## config.mk

```make
export PLATFORM = sky130hd
export DESIGN_NAME = instr_encoder
export DESIGN_NICKNAME = d
export VERILOG_FILES = /design/src/rtl/instr_encoder.sv
export SDC_FILE = /design/constraint.sdc
export NUM_CORES = 1
export LEC_CHECK = 0
export ABC_AREA = 1
export CORE_AREA = 2 2 102 104
export DETAILED_ROUTE_END_ITERATION = 16
export DIE_AREA = 0 0 104 106
export DONT_BUFFER_PORTS = 1
export MAX_ROUTING_LAYER = met4
export PLACE_DENSITY_LB_ADDON = 0.2
export SLEW_MARGIN = 20
export SYNTH_ARGS = -nofsm -noshare
export SYNTH_HDL_FRONTEND = slang
export SYNTH_SLANG_ARGS = --single-unit
```

## constraint.sdc

```tcl
create_clock -name clk -period 3.4 [get_ports clk]
set_input_delay 0.17 -clock clk [delete_from_list [all_inputs] [get_ports clk]]
set_output_delay 0.17 -clock clk [all_outputs]
set_load 0.02 [all_outputs]
```

## src/rtl/instr_encoder.sv

```systemverilog
// instr_encoder: encodes MIPS-subset instruction descriptors and writes them to consecutive
// instruction-memory words. Optional running XOR checksum when INSTR_CHECKSUM_EN is defined.
module instr_encoder #(
    parameter int ADDR_W = 10
) (
    input  logic              clk,
    input  logic              rst_n,
    input  logic              start,
    input  logic [ADDR_W-1:0] base_addr,
    input  logic [ADDR_W:0]   count,
    input  logic              in_valid,
    output logic              in_ready,
    input  logic [3:0]        in_op,
    input  logic [4:0]        in_rs,
    input  logic [4:0]        in_rt,
    input  logic [4:0]        in_rd,
    input  logic [15:0]       in_imm,
    input  logic [25:0]       in_target,
    output logic              imem_we,
    output logic [ADDR_W-1:0] imem_addr,
    output logic [31:0]       imem_wdata,
    input  logic              imem_ready,
    output logic              busy,
    output logic              done,
    output logic              err,
    output logic [31:0]       checksum
);

    typedef enum logic [1:0] {
        S_IDLE,
        S_LOAD,
        S_DONE,
        S_ERR
    } state_t;

    localparam logic [ADDR_W:0] CNT_ONE = {{ADDR_W{1'b0}}, 1'b1};

    state_t            r_state;
    state_t            w_next_state;
    logic [ADDR_W-1:0] r_base;
    logic [ADDR_W:0]   r_count;
    logic [ADDR_W:0]   r_accepted;
    logic [ADDR_W:0]   r_written;
    logic              r_out_valid;
    logic [ADDR_W-1:0] r_out_addr;
    logic [31:0]       r_out_word;

    logic [31:0]       w_word;
    logic              w_legal;
    logic              w_fire;
    logic              w_accept;
    logic              w_load;
    logic              w_start_ok;

    // NOTE: every combinational output gets a default first, so no path can infer a latch.
    always_comb begin
        w_word  = 32'd0;
        w_legal = 1'b1;
        case (in_op)
            4'd0:    w_word = {6'd35, in_rs, in_rt, in_imm};
            4'd1:    w_word = {6'd43, in_rs, in_rt, in_imm};
            4'd2:    w_word = {6'd5, in_rs, in_rt, in_imm};
            4'd3:    w_word = {6'd14, in_rs, in_rt, in_imm};
            4'd4:    w_word = {6'd2, in_target};
            4'd5:    w_word = {6'd3, in_target};
            4'd6:    w_word = {6'd0, in_rs, 15'd0, 6'd8};
            4'd7:    w_word = {6'd0, in_rs, in_rt, in_rd, 5'd0, 6'd32};
            4'd8:    w_word = {6'd0, in_rs, in_rt, in_rd, 5'd0, 6'd34};
            4'd9:    w_word = {6'd0, in_rs, in_rt, in_rd, 5'd0, 6'd42};
            default: w_legal = 1'b0;
        endcase
    end

    // The output register may reload in the same cycle its word is taken by the memory.
    assign w_fire     = r_out_valid & imem_ready;
    assign in_ready   = (r_state == S_LOAD) & (r_accepted < r_count) & (~r_out_valid | w_fire);
    assign w_accept   = in_valid & in_ready;
    assign w_load     = w_accept & w_legal;
    assign busy       = (r_state == S_LOAD) | r_out_valid;
    assign w_start_ok = start & ~busy;
    assign done       = (r_state == S_DONE);
    assign err        = (r_state == S_ERR);
    assign imem_we    = r_out_valid;
    assign imem_addr  = r_out_addr;
    assign imem_wdata = r_out_word;

    always_comb begin
        w_next_state = r_state;
        case (r_state)
            S_LOAD: begin
                if (w_accept && !w_legal) begin
                    w_next_state = S_ERR;
                end else if (w_fire && ((r_written + CNT_ONE) == r_count)) begin
                    w_next_state = S_DONE;
                end
            end
            default: begin
                if (w_start_ok) begin
                    w_next_state = (count == '0) ? S_DONE : S_LOAD;
                end
            end
        endcase
    end

    // NOTE: sequential state uses non-blocking assignments so all registers update together.
    always_ff @(posedge clk or negedge rst_n) begin
        if (!rst_n) begin
            r_state <= S_IDLE;
        end else begin
            r_state <= w_next_state;
        end
    end

    always_ff @(posedge clk or negedge rst_n) begin
        if (!rst_n) begin
            r_base      <= '0;
            r_count     <= '0;
            r_accepted  <= '0;
            r_written   <= '0;
            r_out_valid <= 1'b0;
            r_out_addr  <= '0;
            r_out_word  <= '0;
        end else if (w_start_ok) begin
            r_base     <= base_addr;
            r_count    <= count;
            r_accepted <= '0;
            r_written  <= '0;
        end else begin
            if (w_load) begin
                r_accepted  <= r_accepted + CNT_ONE;
                r_out_valid <= 1'b1;
                r_out_addr  <= r_base + r_accepted[ADDR_W-1:0];
                r_out_word  <= w_word;
            end else if (w_fire) begin
                r_out_valid <= 1'b0;
            end
            if (w_fire) begin
                r_written <= r_written + CNT_ONE;
            end
        end
    end

`ifdef INSTR_CHECKSUM_EN
    logic [31:0] r_checksum;

    always_ff @(posedge clk or negedge rst_n) begin
        if (!rst_n) begin
            r_checksum <= '0;
        end else if (w_start_ok) begin
            r_checksum <= '0;
        end else if (w_fire) begin
            r_checksum <= r_checksum ^ r_out_word;
        end
    end

    assign checksum = r_checksum;
`else
    assign checksum = 32'd0;
`endif

endmodule

```

-- Yosys cells after proc, flatten, opt, wreduce, memory -nomap -nowiden
Cells that the tools add are included.
Widths: inputs -> output; s select.
- bitwise logic cells: 11
- reduce and logical (&&, ||, !) cells: 13
- add/subtract/negate cells: 3
- mux-type cells: 13
- equal/unequal tests: 14
- magnitude comparators: 1
- operator list (kind ; count):
    $pmux 32 s10 ; 1
    $mux 11 ; 4
    $add 11x1->11 const B ; 2
    $eq 4x3->1 const B ; 4
    $eq 11x11->1 ; 1
    $logic_not 11->1 ; 1
    $lt 11x11->1 ; 1
    $add 10x10->10 ; 1
    $mux 2 ; 5
    $reduce_or 10->1 ; 1
    $eq 4x2->1 const B ; 2
    $eq 4x4->1 const B ; 2
    $reduce_bool 2->1 ; 4
    $and 1x1->1 ; 6
    $reduce_and 2->1 ; 3
    $eq 2x2->1 const B ; 2
    $eq 4x1->1 const B ; 1
    $logic_not 4->1 ; 1
    $mux 1 ; 3
    $ne 3x1->1 const B ; 1
    $not 1->1 ; 3
    $eq 2x1->1 const B ; 1
    $logic_and 1x1->1 ; 2
    $or 1x1->1 ; 2
    $logic_not 1->1 ; 1
- register bits: 88
- output and inout bits: 79
- bits of input ports: 87

-- Logic depth before layout (Yosys ltp)
- word-level depth: 7
- gate-level depth with buffers: 15

-- Worst setup path before layout
Ideal clock, no wire load.
- path type: flip-flop to flip-flop
- start point: register r_accepted[0]
- end point: register r_out_addr[6], in the netlist imem_addr[6]
- buffers on the path: 0
- required time: 3.317 ns
- cell stages (with the launch flop): 10
- arrival: 1.851 ns
- setup slack: 1.466 ns
- clock period less this slack: 1.934 ns
- library setup time: 0.083 ns
- path through: dfrtp_1 -> ha_1 -> inv_1 -> fa_1 -> o21ai_0 -> a21oi_1 -> nor2_1 -> nor2_1 -> xor2_1 -> o21ai_0
- word-level cells in the longest chain between the ends: 6
- elaborated cells between the ends (all ways): 7
- those cells by class: 1 x add/sub; 1 x order compare; 4 x bitwise; 1 x reduce/logical
- RTL lines (item ; RTL line ; RTL):
    start, declared ; 42 ; logic [ADDR_W:0] r_accepted;
    start signal, assigned ; 130 ; r_accepted <= r_accepted + CNT_ONE;
    $lt 11x11->1 ; 76 ; assign in_ready = (r_state == S_LOAD) & (r_accepted < r_count) & (~r_out_valid | w_fire);
    $and 1x1->1 (2 in series) ; 76 ;
    $and 1x1->1 ; 77 ; assign w_accept = in_valid & in_ready;
    $and 1x1->1 ; 78 ; assign w_load = w_accept & w_legal;
    $reduce_and 2->1 (no source line) ; - ;
    end signal, assigned ; 132 ; r_out_addr <= r_base + r_accepted[ADDR_W-1:0];
    end, declared ; 45 ; logic [ADDR_W-1:0] r_out_addr;
Several ways; a longest one is shown, not always the timed one.
A chain may end at the register's enable or synchronous reset.

-- Final worst setup path
- start point: register r_accepted[9]
- end point: register r_accepted[1]
- word-level cells in the longest chain between the ends: 6
- RTL lines (item ; RTL line ; RTL):
    $lt 11x11->1 ; 76 ;
    $and 1x1->1 (2 in series) ; 76 ;
    named net in_ready ; 12 ; output logic in_ready,
    $and 1x1->1 ; 77 ;
    $and 1x1->1 ; 78 ;
    $reduce_bool 2->1 (no source line) ; - ;
The timed path passes the listed nets, and every way through them passes these cells.

==> results.cfg <==
[logic_synthesis]
synth-compound-area-share = 0.115
synthXorXnorAreaFrac = 0.0296
ys_seq_elements = 87
synth-simple-area-share = 0.246
seq_area_frac_synth = 0.409
synth_area_leaders = dfrtp_1 (41%), nand2_1 (14%), inv_1 (5.6%)
synth_edf_count = 0
yosysMostFrequentCell = nand2_1
netlist.area_leader.share = 0.409
synth_cells = 692
yosys.cell_types.count = 39
synth_top_family_by_area = simple AND/OR/NAND/NOR gates
synthMuxAreaShare = 0.0191
syn_avg_cell_area_um2 = 7.68
synth_common_cells = nand2_1 (204), dfrtp_1 (87), inv_1 (80), o21ai_0 (53), nand3_1 (38)
netlist_area_um2 = 5320
ys.flop_type = dfrtp_1
synthAdderAreaFrac = 0.0532
yosys.area.top_type = dfrtp_1
ys_warn_count = 0
ys_async_sr_fraction = 1.00

[clocking]
postCtsSetupBuffers = 0
clock_latency_ps = 360
clockRootBuffer = clkbuf_8
cts_resized = 0
tritoncts = built
clkTransAtPathRegs_ps = 90
cts.path.max_buffers = 2
cts-buffers-inserted = 9
hold_buffers = 21
ctsHtreeMaxLevel = 3
cts_sinks = 87

[place]
hpwl_mm = 9.32
port-buffer-count = 0
gp_congestion = 0.882
place_area_um2 = 5290
dp_cells = 809

[sta]
max_freq_mhz = 366
tns_ps = 0
hold_slack_ps = 19.1
fin_skew_ps = 13.9
rsz0062_at_grt = false
tightest_slew_ps = 746
hold_violations = 0
slew_viol_final = 0
setup_viol = 0
min_period_over_period = 0.804
slew_headroom = 0.501
min_period_ps = 2730

[floorplan]
rows = 37
die_h_um = 106
core_area_um2 = 10000
die_w_um = 104
dieArea_um2 = 11000
ios = 166
initial_core_util = 0.532

[worst_setup_path]
r2r_start = r_accepted[9]
worstPathRequired_ps = 3670
r2r.worst_path.cells = 12
critPathArrivalTime_ps = 3000
cp-end-kind = flop
path_max_fanout = 31
reg2reg_to = r_accepted[1]
critical_path_class = reg -> reg
worst-r2r-setup-slack_ps = 670
cp-start-kind = flop

[route]
wl_mm = 12.8
via_per_inst = 5.29
vias = 4470
post_drt_wl_per_cell_um = 15.1
firstDrtPassIters = 4
drcViolationCount = 0
first_iter_violations = 215
antenna_left = 0

[grt]
grt_pass1_vias = 4344
grt_antenna_before_repair = 0
grt_first_pass_wirelength_mm = 21.0
track_usage = 0.246
grt_overflow_total = 0
grt_max_degree = 88

[hold_path]
min_path_cells = 2
hp-class = in -> reg
worstHoldStart = count[2]
whs_endpoint = r_count[2]

[job]
cap_violations = 0

[layout]
post-route-cell-area_um2 = 5780
fin_nets = 814
drive_gt1_frac = 0.0536
n_fill_cell = 962
syn2layout_area_growth_pct = 8.71
fin_cells = 845
diodes = 0

[pwr]
power_density_nw_per_um2 = 735
p_leak_nw = 2.92
ir_drop_mv = 0.309

[status]
status = finished, final reports clean
==> metrics by stage <==
stage	setup WS (ps)	total power [mW]	utilization
final	668	4.25	0.578
after floorplan	1470	2.96	-
after detailed placement	681	3.27	0.529
after CTS	658	4.28	0.578
after global routing	317	4.57	0.578
after global placement	742	3.23	0.529
==> cell usage in the layout, fill, tap and decap left out, types with 19 or more instances in the layout <==
cell type        n
ha_1            21
inv_1           80
nor2_1          37
nand3_1         38
o21ai_0         53
nand4_1         19
dlygate4sd3_1   20
nand2_1        204
dfrtp_1         87
conb_1          33
==> worst max-delay path, stage by stage, from the launching register on <==
cell and delay (ps):
dfrtp_1 480, ha_1 300, nand2_1 60, inv_1 60
nand3_1 70, nand4_1 80, nor2_1 160, nand2_1 90
inv_2 130, nand3_2 490, inv_2 530, nand2_1 90
o21ai_0 100
==> cell type report <==
type	instances	area, µm²	area share
Clock buffer	10	138	0.0238
Clock inverter	5	129	0.0223
Inverter	83	312	0.0539
Multi-Input combinational cell	499	2580	0.447
Sequential cell	87	2180	0.377
Tap cell	136	170	0.0294
Timing Repair Buffer	25	270	0.0468
==> flip-flops by register name, indices dropped and copies added, names as in the netlist <==
signal,flops
imem_wdata,31
r_accepted,11
r_count,11
r_written,11
imem_addr,10
r_base,10
r_state,2
imem_we,1
==> worst max path at each step <==
stage                           endpoint  slack [ps]           from
final                      r_accepted[1]         670  r_accepted[9]
after floorplan             imem_addr[6]        1470  r_accepted[0]
after CTS                  r_accepted[1]         660  r_accepted[9]
after global routing       r_accepted[1]         320  r_accepted[9]
after detailed placement   r_accepted[1]         680  r_accepted[9]
after global placement    imem_wdata[27]         740  r_accepted[9]
==> report_power, final <==
group | leakage (nW) | internal [mW] | total, mW | switching (mW)
registers | 1.13 | 1.40 | 1.98 | 0.575
logic | 1.65 | 0.479 | 1.31 | 0.835
clock network | 0.133 | 0.582 | 0.961 | 0.380
==> cells by family after synthesis <==
family	count (synthesis)
buffers and inverters	138
XOR/XNOR	18
AO/OA/AOI/OAI	104
AND/OR/NAND/NOR	313
flip-flops	87
multiplexers	9
other	1
adder cells (fa/ha/maj)	22
==> layer usage <==
layer,routed length [µm],track usage
met1,5610,0.308
met2,6200,0.400
met3,728,0.0448
met4,234,0.0965
met5,0,-
No activity file was read; power rests on OpenSTA's default activity.
